--- src/rtl/jesd204b_pkg.sv ---
// Shared constants and state encoding for the JESD204B link layer.
package jesd204b_pkg;

  // Control characters used on the lane.
  localparam logic [7:0] K28_5 = 8'hBC; // /K/ code-group sync
  localparam logic [7:0] K28_0 = 8'h1C; // /R/ ILAS multiframe start
  localparam logic [7:0] K28_3 = 8'h7C; // /A/ multiframe end
  localparam logic [7:0] K28_4 = 8'h9C; // /Q/ config data follows
  localparam logic [7:0] K28_7 = 8'hFC; // /F/ frame end

  typedef enum logic [1:0] {
    CGS,
    ILAS,
    DATA
  } link_state_t;

endpackage

--- src/rtl/jesd204b_lmfc.sv ---
// Local multiframe clock: SYSREF edge detection and beat position counter.
module jesd204b_lmfc #(
  parameter int unsigned MF_CLKS = 16,
  parameter int unsigned CW      = (MF_CLKS > 1) ? $clog2(MF_CLKS) : 1
) (
  input  logic          clk,
  input  logic          reset_b,
  input  logic          sysref,
  output logic [CW-1:0] lmfc_cnt,
  output logic          boundary,
  output logic          mf_start
);

  logic sysref_reg;
  logic sysref_edge;

  assign sysref_edge = sysref & ~sysref_reg;
  assign boundary    = (lmfc_cnt == CW'(MF_CLKS - 1));
  // The next beat is position 0 of a multiframe.
  assign mf_start    = sysref_edge | boundary;

  // SYSREF history and multiframe position counter.
  always_ff @(posedge clk or negedge reset_b) begin
    if (!reset_b) begin
      sysref_reg <= 1'b0;
      lmfc_cnt   <= '0;
    end else begin
      sysref_reg <= sysref;
      lmfc_cnt   <= mf_start ? '0 : lmfc_cnt + CW'(1);
    end
  end

endmodule

--- src/rtl/jesd204b_tx_link.sv ---
// JESD204B single-lane transmit link layer: CGS, ILAS, then user data with
// frame/multiframe character replacement. Four octets per clock.
module jesd204b_tx_link #(
  parameter int unsigned  F           = 2,
  parameter int unsigned  K           = 32,
  parameter int unsigned  ILAS_MF     = 4,
  parameter logic [111:0] CFG         = 112'h0,
  parameter int unsigned  RESYNC_CLKS = 4
) (
  input  logic        clk,
  input  logic        reset_b,
  input  logic        sysref,
  input  logic        sync_n,
  input  logic [31:0] data_in,
  output logic        data_req,
  output logic [31:0] data_out,
  output logic [3:0]  charisk,
  output logic        link_up,
  output logic        sync_err
);

  import jesd204b_pkg::*;

  localparam int unsigned MF_CLKS    = K * F / 4;
  localparam int unsigned MF_OCTETS  = 4 * MF_CLKS;
  localparam int unsigned CW         = (MF_CLKS > 1) ? $clog2(MF_CLKS) : 1;
  localparam int unsigned ILAS_BEATS = ILAS_MF * MF_CLKS;
  localparam int unsigned IW         = (ILAS_BEATS > 1) ? $clog2(ILAS_BEATS) : 1;
  localparam int unsigned LW         = (RESYNC_CLKS > 1) ? $clog2(RESYNC_CLKS) : 1;

  logic [CW-1:0] lmfc_cnt;
  logic [CW-1:0] pos_nxt;
  logic          boundary;
  logic          mf_start;
  logic          sync_s1;
  logic          sync_s;
  logic [LW-1:0] low_cnt;
  logic          resync;
  link_state_t   state;
  link_state_t   state_next;
  logic [IW-1:0] ilas_cnt;
  logic [IW-1:0] ilas_nxt;
  logic [31:0]   beat_d;
  logic [3:0]    beat_k;
  logic [7:0]    prev_oct;
  logic [7:0]    prev_nxt;
  logic [7:0]    oct;
  logic          prev_vld;
  logic          pvld_nxt;
  int unsigned   idx;
  int unsigned   mf;

  jesd204b_lmfc #(
    .MF_CLKS(MF_CLKS),
    .CW     (CW)
  ) u_lmfc (
    .clk     (clk),
    .reset_b (reset_b),
    .sysref  (sysref),
    .lmfc_cnt(lmfc_cnt),
    .boundary(boundary),
    .mf_start(mf_start)
  );

  // Outputs are registered, so each beat is built from the position it will
  // occupy on the lane: the next LMFC value rather than the current one.
  assign pos_nxt  = mf_start ? '0 : lmfc_cnt + CW'(1);
  assign resync   = ~sync_s & (low_cnt == LW'(RESYNC_CLKS - 1));
  assign data_req = (state_next == DATA);

  // SYNC~ synchroniser and consecutive-low counter.
  always_ff @(posedge clk or negedge reset_b) begin
    if (!reset_b) begin
      sync_s1 <= 1'b0;
      sync_s  <= 1'b0;
      low_cnt <= '0;
    end else begin
      sync_s1 <= sync_n;
      sync_s  <= sync_s1;
      if (sync_s)
        low_cnt <= '0;
      else if (low_cnt != LW'(RESYNC_CLKS - 1))
        low_cnt <= low_cnt + LW'(1);
    end
  end

  // Link state sequencing.
  always_comb begin
    state_next = state;
    ilas_nxt   = ilas_cnt;
    case (state)
      CGS: begin
        if (boundary && sync_s) begin
          state_next = ILAS;
          ilas_nxt   = '0;
        end
      end
      ILAS: begin
        if (resync) begin
          state_next = CGS;
        end else begin
          ilas_nxt = ilas_cnt + IW'(1);
          if (ilas_cnt == IW'(ILAS_BEATS - 1))
            state_next = DATA;
        end
      end
      DATA: begin
        if (resync)
          state_next = CGS;
      end
      default: state_next = CGS;
    endcase
  end

  // Lane beat assembly for the state entered on the next edge.
  // Replacement compares original octets; the first frame after entering
  // DATA has no predecessor, so prev_vld is cleared outside DATA.
  always_comb begin
    beat_d   = {4{K28_5}};
    beat_k   = '1;
    prev_nxt = prev_oct;
    pvld_nxt = 1'b0;
    idx      = 0;
    oct      = '0;
    mf       = 32'(ilas_nxt) / MF_CLKS;
    case (state_next)
      ILAS: begin
        for (int unsigned j = 0; j < 4; j++) begin
          idx       = 32'(pos_nxt) * 4 + j;
          beat_k[j] = 1'b0;
          if (idx == 0) begin
            beat_d[8*j +: 8] = K28_0;
            beat_k[j]        = 1'b1;
          end else if (idx == MF_OCTETS - 1) begin
            beat_d[8*j +: 8] = K28_3;
            beat_k[j]        = 1'b1;
          end else if (mf == 1 && idx == 1) begin
            beat_d[8*j +: 8] = K28_4;
            beat_k[j]        = 1'b1;
          end else if (mf == 1 && idx <= 15) begin
            beat_d[8*j +: 8] = 8'(CFG >> (8 * (idx - 2)));
          end else begin
            beat_d[8*j +: 8] = 8'(idx);
          end
        end
      end
      DATA: begin
        pvld_nxt = prev_vld;
        for (int unsigned j = 0; j < 4; j++) begin
          oct              = data_in[8*j +: 8];
          idx              = 32'(pos_nxt) * 4 + j;
          beat_d[8*j +: 8] = oct;
          beat_k[j]        = 1'b0;
          if (idx % F == F - 1) begin
            if (pvld_nxt && oct == prev_nxt) begin
              beat_d[8*j +: 8] = (idx == MF_OCTETS - 1) ? K28_3 : K28_7;
              beat_k[j]        = 1'b1;
            end
            prev_nxt = oct;
            pvld_nxt = 1'b1;
          end
        end
      end
      default: ;
    endcase
  end

  // State, counters and registered lane outputs.
  always_ff @(posedge clk or negedge reset_b) begin
    if (!reset_b) begin
      state    <= CGS;
      ilas_cnt <= '0;
      data_out <= {4{K28_5}};
      charisk  <= '1;
      link_up  <= 1'b0;
      sync_err <= 1'b0;
      prev_oct <= '0;
      prev_vld <= 1'b0;
    end else begin
      state    <= state_next;
      ilas_cnt <= ilas_nxt;
      data_out <= beat_d;
      charisk  <= beat_k;
      link_up  <= (state_next == DATA);
      sync_err <= (state == DATA) && sync_s && (low_cnt != '0);
      prev_oct <= prev_nxt;
      prev_vld <= pvld_nxt;
    end
  end

endmodule
--- config.mk ---
export PLATFORM = sky130hd
export DESIGN_NAME = jesd204b_tx_link
export DESIGN_NICKNAME = d
export VERILOG_FILES = /design/src/rtl/jesd204b_pkg.sv /design/src/rtl/jesd204b_lmfc.sv /design/src/rtl/jesd204b_tx_link.sv
export SDC_FILE = /design/constraint.sdc
export NUM_CORES = 1
export LEC_CHECK = 0
export ABC_CLOCK_PERIOD_IN_PS = 2800
export BUFFER_PORTS_ARGS = -buffer_cell sky130_fd_sc_hd__buf_4
export CAP_MARGIN = 15
export CELL_PAD_IN_SITES_DETAIL_PLACEMENT = 1
export CELL_PAD_IN_SITES_GLOBAL_PLACEMENT = 2
export CORE_AREA = 2 2 128 80
export CTS_CLUSTER_SIZE = 20
export DETAILED_ROUTE_END_ITERATION = 7
export DIE_AREA = 0 0 130 82
export PLACE_DENSITY_LB_ADDON = 0.1
export SYNTH_ARGS = -nofsm -noshare
export SYNTH_HDL_FRONTEND = slang
export SYNTH_SLANG_ARGS = --single-unit
--- constraint.sdc ---
create_clock -name clk -period 2.8 [get_ports clk]
set_clock_uncertainty 0.1 [all_clocks]
set_input_delay 0.56 -clock clk [delete_from_list [all_inputs] [get_ports clk]]
set_output_delay 0.56 -clock clk [all_outputs]
set_load 0.01 [all_outputs]
==> impl_metrics.tcl, run 1 <==
set metrics [dict create \
    status "finished, final reports clean" \
    gr-total-overflow 0 \
    grt_pass1_vias 2208 \
    top_regs "data_out x32, prev_oct x8, ilas_cnt x6" \
    dp_cells 457 \
    die_w_um 130 \
    sequentialPowerShare_pct 40.2 \
    min_period_ns 2.682 \
    syn_area_per_cell_um2 11.36 \
    cp_slowest_cell "dfrtp_1" \
    drtPass1Iterations 4 \
    setup_viol 0 \
    routed_wl_mm 7.829 \
    tightest_slew_ns 0.8028 \
    worst_skew_pair.late_latency_ns 0.33 \
    layout.cells.most_common_list "84 x buf_4, 39 x dfrtp_1, 29 x nand2_1, 24 x dfstp_2, 19 x xnor2_1" \
    p_per_area_nw_per_um2 814.5 \
    max-slew-margin-rel_pct 46.48 \
    max-vdd-ir-drop_mv 0.2927 \
    p_leak_nw 1.695 \
    critPathRequiredTime_ns 2.14 \
    syn_area_um2 2783 \
    internal-power_mw 2.238 \
    coreArea_um2 9564 \
    vias 2116 \
    maxCapViolCount 0 \
    cts.hold.buffers_added 0 \
    ys_warn_count 0 \
    end_kind "output port" \
    cts.path.max_buffers 2 \
    fin_crit_sh_pct 95.80 \
    hold_violations 0 \
    cts_sinks 63 \
    power.net_switching_mw 0.9132 \
    fin_util_pct 40.45 \
    fin_hold_ws_ns 0.2214 \
    grt_max_degree 64 \
    grt_use_total_pct 16.01 \
    synthToLayoutAreaGrowth_pct 39.03 \
    floorplan.initialDensity_pct 29.09 \
    final_cells 473 \
    cts_max_level 3 \
    synth_cells 245 \
    grt_first_pass_wirelength_mm 12.36 \
    synth_nets 287 \
    max_stage_delay_ns 0.40 \
    largest_register_ffs 32 \
    wl_per_cell_um 16.55 \
    yosysUniqueCellTypes 44 \
    chipHeight_um 82 \
    cts_tree "built" \
    p_clk_share_pct 34.8 \
    p_sw_share_pct 28.98 \
    layout-drive-gt1-share_pct 42.01 \
    fmaxAchievable_mhz 372.8 \
    hp-class "in -> async" \
    cp_max_fo 4 \
    num_rows 28 \
    cts_buffers 9 \
    clkTransAtPathRegs_ns 0.05 \
    gp_congestion 0.8075 \
    criticalPathCategory "reg -> out" \
    n_antenna_cell 0 \
    dr.first_iter.drc_count 92 \
    combPwrFrac_pct 25.0 \
    cts_root_buffer "clkbuf_16" \
    dieArea_um2 10660 \
    portBuffers 74 \
    viasPerCell 4.474 \
    ios 75 \
    drc 0 \
    antenna_found_initial 0 \
    worstPathCellList "ha_1 -> nor2b_2 -> nor2_1 -> a21oi_1 -> ha_4 -> buf_4" \
    cp_data_arrival_time_ns 2.02 \
    ys_seq_elements 63 \
    ys_seq_area_share_pct 57.73 \
    ant_nets 0 \
    top_register "data_out" \
    final_common_cell "buf_4" \
    fin_nets 375 \
    worstSetupStartpointType "flop" \
    slew_viol_final 0 \
    post-dp-hpwl_mm 5.831 \
]
-- cell usage after synthesis, drive strengths merged --
cell type	n	area (um2)
a211o	2	17.52
a21o	2	15.01
a21oi	4	20.02
a221o	1	10.01
a22o	1	8.760
a311oi	1	8.760
a31oi	3	18.77
a32o	2	20.02
a41oi	1	16.27
and2	8	50.05
and3	1	6.260
and4	1	8.760
buf	2	7.510
clkbuf	5	20.01
dfrtp	39	975.9
dfstp	24	630.6
ha	6	75.07
inv	6	22.52
mux2	9	105.1
mux2i	4	43.79
nand2	29	108.9
nand2b	6	37.54
nand3	11	60.06
nand3b	2	15.01
nand4	4	25.02
nor2	15	56.30
nor2b	4	27.53
nor3	2	10.01
nor3b	1	7.510
nor4	1	12.51
o21a	1	7.510
o21ai	20	100.1
o2bb2ai	1	8.760
o311ai	3	26.28
or2	1	6.260
or3b	2	17.52
xnor2	19	166.4
xor2	1	8.760
-- area by class of cell --
type	instances	area, um2
well taps	135	168.9
clock buffers	12	246.5
multi-input cells	169	1149
flip-flops and latches	63	1607
clock inverters	4	45.04
fillers	1065	5695
inverters	6	22.52
repair buffers	84	630.6
-- cells by family after synthesis --
| group | synth area share, % |
|---|---|
| compound gates | 9.983 |
| xor+xnor | 6.295 |
| fa+ha+maj | 2.698 |
| buf+inv | 1.798 |
| flops | 57.73 |
| mux | 5.351 |
| simple gates | 16.14 |
-- metal layers --
layer | GRT usage, % | routed length [um] | vias up
met1 | 24.66 | 4316 | 1022
met4 | 4.516 | 48 | 0
met3 | 5.472 | 419 | 5
met2 | 20.63 | 3045 | 61
li1 | - | - | 1028
met5 | 0 | 0 | -
-- worst paths after layout --
path | startpoint | to | slack, ns | cells after the start
setup reg to reg | low_cnt[0] | data_out[10] | 0.16 | 9
hold reg to reg | sync_s1 | sync_s | 0.25 | 0
min in group clk | sync_n | sync_s1 | 0.24 | 1
max in group asynchronous | reset_b | data_out[6] | 1.85 | 1
hold / removal | reset_b | sync_s1 | 0.22 | 1
setup / recovery | low_cnt[0] | data_req | 0.12 | 6
-- per-stage QoR --
| stage | power [mW] | cell area, um2 | setup WS (ns) | setup TNS (ns) |
|---|---|---|---|---|
| floorplan | 1.645 | 2783 | 0.4060 | 0 |
| global placement | 2.055 | 3555 | 0.2653 | 0 |
| detailed placement | 2.060 | 3555 | 0.1224 | 0 |
| CTS | 3.186 | 3846 | 0.0006233 | 0 |
| global route | 3.361 | 3869 | -0.02685 | -0.02965 |
| finish | 3.151 | 3869 | 0.1176 | 0 |
-- power groups by stage --
stage          Clock, mW  Combinational (mW)  Sequential [mW]
2_1_floorplan          0               0.327             1.32
3_3_place_gp           0               0.778             1.28
3_5_place_dp           0               0.777             1.28
4_1_cts             1.13               0.783             1.27
5_1_grt             1.18               0.889             1.29
6_report            1.10               0.787             1.27
-- timing repair --
action / in CTS / in global routing
setup buffers: 0 / 0
resized for setup: 0 / 7
endpoints found under the setup margin: 0 / 16
-- worst max-delay path, delay by kind of cell (launching register included) --
kind | cells | cell delay, ns
AO/OA/AOI/OAI | 1 | 0.19
adder cells (fa/ha/maj) | 2 | 0.49
buffers and inverters | 1 | 0.14
AND/OR/NAND/NOR | 2 | 0.46
flip-flops | 1 | 0.40
(Power assumes the default switching activity.)
==> run 2: changes to the inputs <==
--- a/config.mk
+++ b/config.mk
@@ -5,7 +5,7 @@
 export SDC_FILE = /design/constraint.sdc
 export NUM_CORES = 1
 export LEC_CHECK = 0
-export ABC_CLOCK_PERIOD_IN_PS = 2800
+export ABC_CLOCK_PERIOD_IN_PS = 2600
 export BUFFER_PORTS_ARGS = -buffer_cell sky130_fd_sc_hd__buf_4
 export CAP_MARGIN = 15
 export CELL_PAD_IN_SITES_DETAIL_PLACEMENT = 1
==> constraint.sdc (replaced) <==
create_clock -name clk -period 2.6 [get_ports clk]
set_clock_uncertainty 0.1 [all_clocks]
set_input_delay 0.52 -clock clk [delete_from_list [all_inputs] [get_ports clk]]
set_output_delay 0.52 -clock clk [all_outputs]
set_load 0.01 [all_outputs]
==> impl_metrics.tcl, run 2 (synthesized netlist as in run 1, its figures left out) <==
set metrics [dict create \
    power.net_switching_mw 0.9997 \
    gp_congestion 0.7400 \
    post-dp-hpwl_mm 5.883 \
    floorplan.initialDensity_pct 29.09 \
    cts_buffers 9 \
    n_antenna_cell 0 \
    routed_wl_mm 7.962 \
    grt_max_degree 64 \
    grt_pass1_vias 2240 \
    setup.worst_path.start "ilas_cnt[1]" \
    cts.hold.buffers_added 0 \
    fill_cells 1079 \
    path_common_cell "ha_4" \
    fin_util_pct 41.10 \
    critPathBufInv 2 \
    fin_crit_sh_pct 93.30 \
    synthToLayoutAreaGrowth_pct 41.28 \
    die_w_um 130 \
    p_per_area_nw_per_um2 844.5 \
    hold_violations 0 \
    sequentialPowerShare_pct 41.1 \
    cp_data_arrival_time_ns 1.81 \
    critPathRequiredTime_ns 1.98 \
    maxCapViolCount 0 \
    drtPass1Iterations 4 \
    cts_max_level 3 \
    status "finished, final reports clean" \
    cts_tree "built" \
    top_regs "data_out x32, prev_oct x8, ilas_cnt x6" \
    worstSetupStartpointType "flop" \
    worstPathCellList "ha_4 -> nand3_1 -> or2_4 -> o21ai_1 -> nand2_1 -> inv_2 -> ha_4 -> buf_4" \
    dieArea_um2 10660 \
    internal-power_mw 2.320 \
    largest_register_ffs 32 \
    combPwrFrac_pct 27.1 \
    grt_first_pass_wirelength_mm 12.56 \
    wl_per_cell_um 16.48 \
    clkTransAtPathRegs_ns 0.05 \
    slew_viol_final 0 \
    p_clk_share_pct 31.8 \
    criticalPathCategory "reg -> out" \
    layout-drive-gt1-share_pct 43.39 \
    min_period_ns 2.426 \
    antenna_found_initial 0 \
    drc 0 \
    end_kind "output port" \
    crit_family "simple AND/OR/NAND/NOR gates" \
    dr.first_iter.drc_count 106 \
    hp-class "in -> async" \
    num_rows 28 \
    max-vdd-ir-drop_mv 0.3263 \
    finalWorstSetupSlack_ns 0.1742 \
    worst_skew_pair.late_latency_ns 0.33 \
    final_common_cell "buf_4" \
    layout.cells.most_common_list "93 x buf_4, 39 x dfrtp_1, 29 x nand2_1, 24 x dfstp_2, 19 x xnor2_1" \
    cts.path.max_buffers 2 \
    fmaxAchievable_mhz 412.2 \
    tightest_slew_ns 0.8017 \
    gr-total-overflow 0 \
    cts_sinks 63 \
    p_sw_share_pct 30.11 \
    cts_root_buffer "clkbuf_16" \
    ios 75 \
    top_register "data_out" \
    portBuffers 74 \
    ant_nets 0 \
    worstReg2RegStart "sync_s" \
    setup_viol 0 \
    vias 2131 \
    coreArea_um2 9564 \
    fin_nets 385 \
    viasPerCell 4.412 \
    cp_max_fo 5 \
    pre_cts_ws_ns 0.04190 \
    max-slew-margin-rel_pct 46.55 \
    grt_use_total_pct 16.16 \
    rsz0062_at_grt "false" \
    max_stage_delay_ns 0.41 \
    p_leak_nw 1.737 \
    cp_slowest_cell "dfrtp_1" \
    chipHeight_um 82 \
]
## run 2: layout make-up
cell class	count	area (um2)	share of cell area [%]
timing repair buffer	94	718.2	18.27
clock buffer	11	232.7	5.920
inverter	6	22.52	0.5729
sequential	63	1607	40.87
tap	135	168.9	4.297
multi-input combinational	169	1157	29.44
clock inverter	5	25.02	0.6365
## run 2: final timing paths
path                       depth (start not counted)  slack [ns]      endpoint
setup / recovery                                   8        0.17      data_req
hold / removal                                     1        0.20    low_cnt[1]
setup reg to reg                                   8        0.19  data_out[10]
hold reg to reg                                    0        0.25        sync_s
max in group asynchronous                          1        1.69   ilas_cnt[3]
min in group clk                                   1        0.20       sync_s1
## run 2: what timing repair did
| action | 4_1_cts | 5_1_grt |
|---|---|---|
| resized for setup | 2 | 6 |
| endpoints found under the setup margin | 1 | 24 |
| pin swaps | 0 | 3 |
| buffers inserted | 0 | 3 |
## run 2: through the flow
stage / hold WS, ns / cell area [um2] / instances / power [mW] / setup TNS [ns]
after floorplan: 0.1244 / 2783 / 245 / 1.771 / 0
after global placement: 0.2375 / 3620 / 464 / 2.245 / 0
after detailed placement: 0.2418 / 3620 / 464 / 2.259 / 0
after CTS: 0.1843 / 3890 / 480 / 3.346 / -0.4188
after global routing: 0.1801 / 3931 / 483 / 3.533 / 0
final: 0.1957 / 3931 / 483 / 3.320 / 0
## run 2: routing by layer
layer / share of wire (%) / vias up / global-route usage [%]
met5: 0 / - / 0
met4: 1.1 / 0 / 5.484
met3: 5.9 / 10 / 5.081
met2: 38 / 65 / 20.84
met1: 55 / 1011 / 24.77
li1: - / 1045 / -
## run 2: worst register-to-register path, stage by stage (launching register included)
cell	delay, ns
dfrtp_1	0.45
or3b_1	0.43
nor2_1	0.17
a21oi_2	0.08
inv_1	0.09
ha_1	0.31
nor2b_1	0.29
a41oi_2	0.23
o311ai_1	0.16
## run 2: power groups by stage
stage                     Sequential (mW)  Combinational [mW]  Clock [mW]
after floorplan                      1.42               0.352           0
after global placement               1.38               0.869           0
after detailed placement             1.38               0.876           0
after CTS                            1.37               0.888        1.09
after global routing                 1.39                1.00        1.14
final                                1.36               0.899        1.06
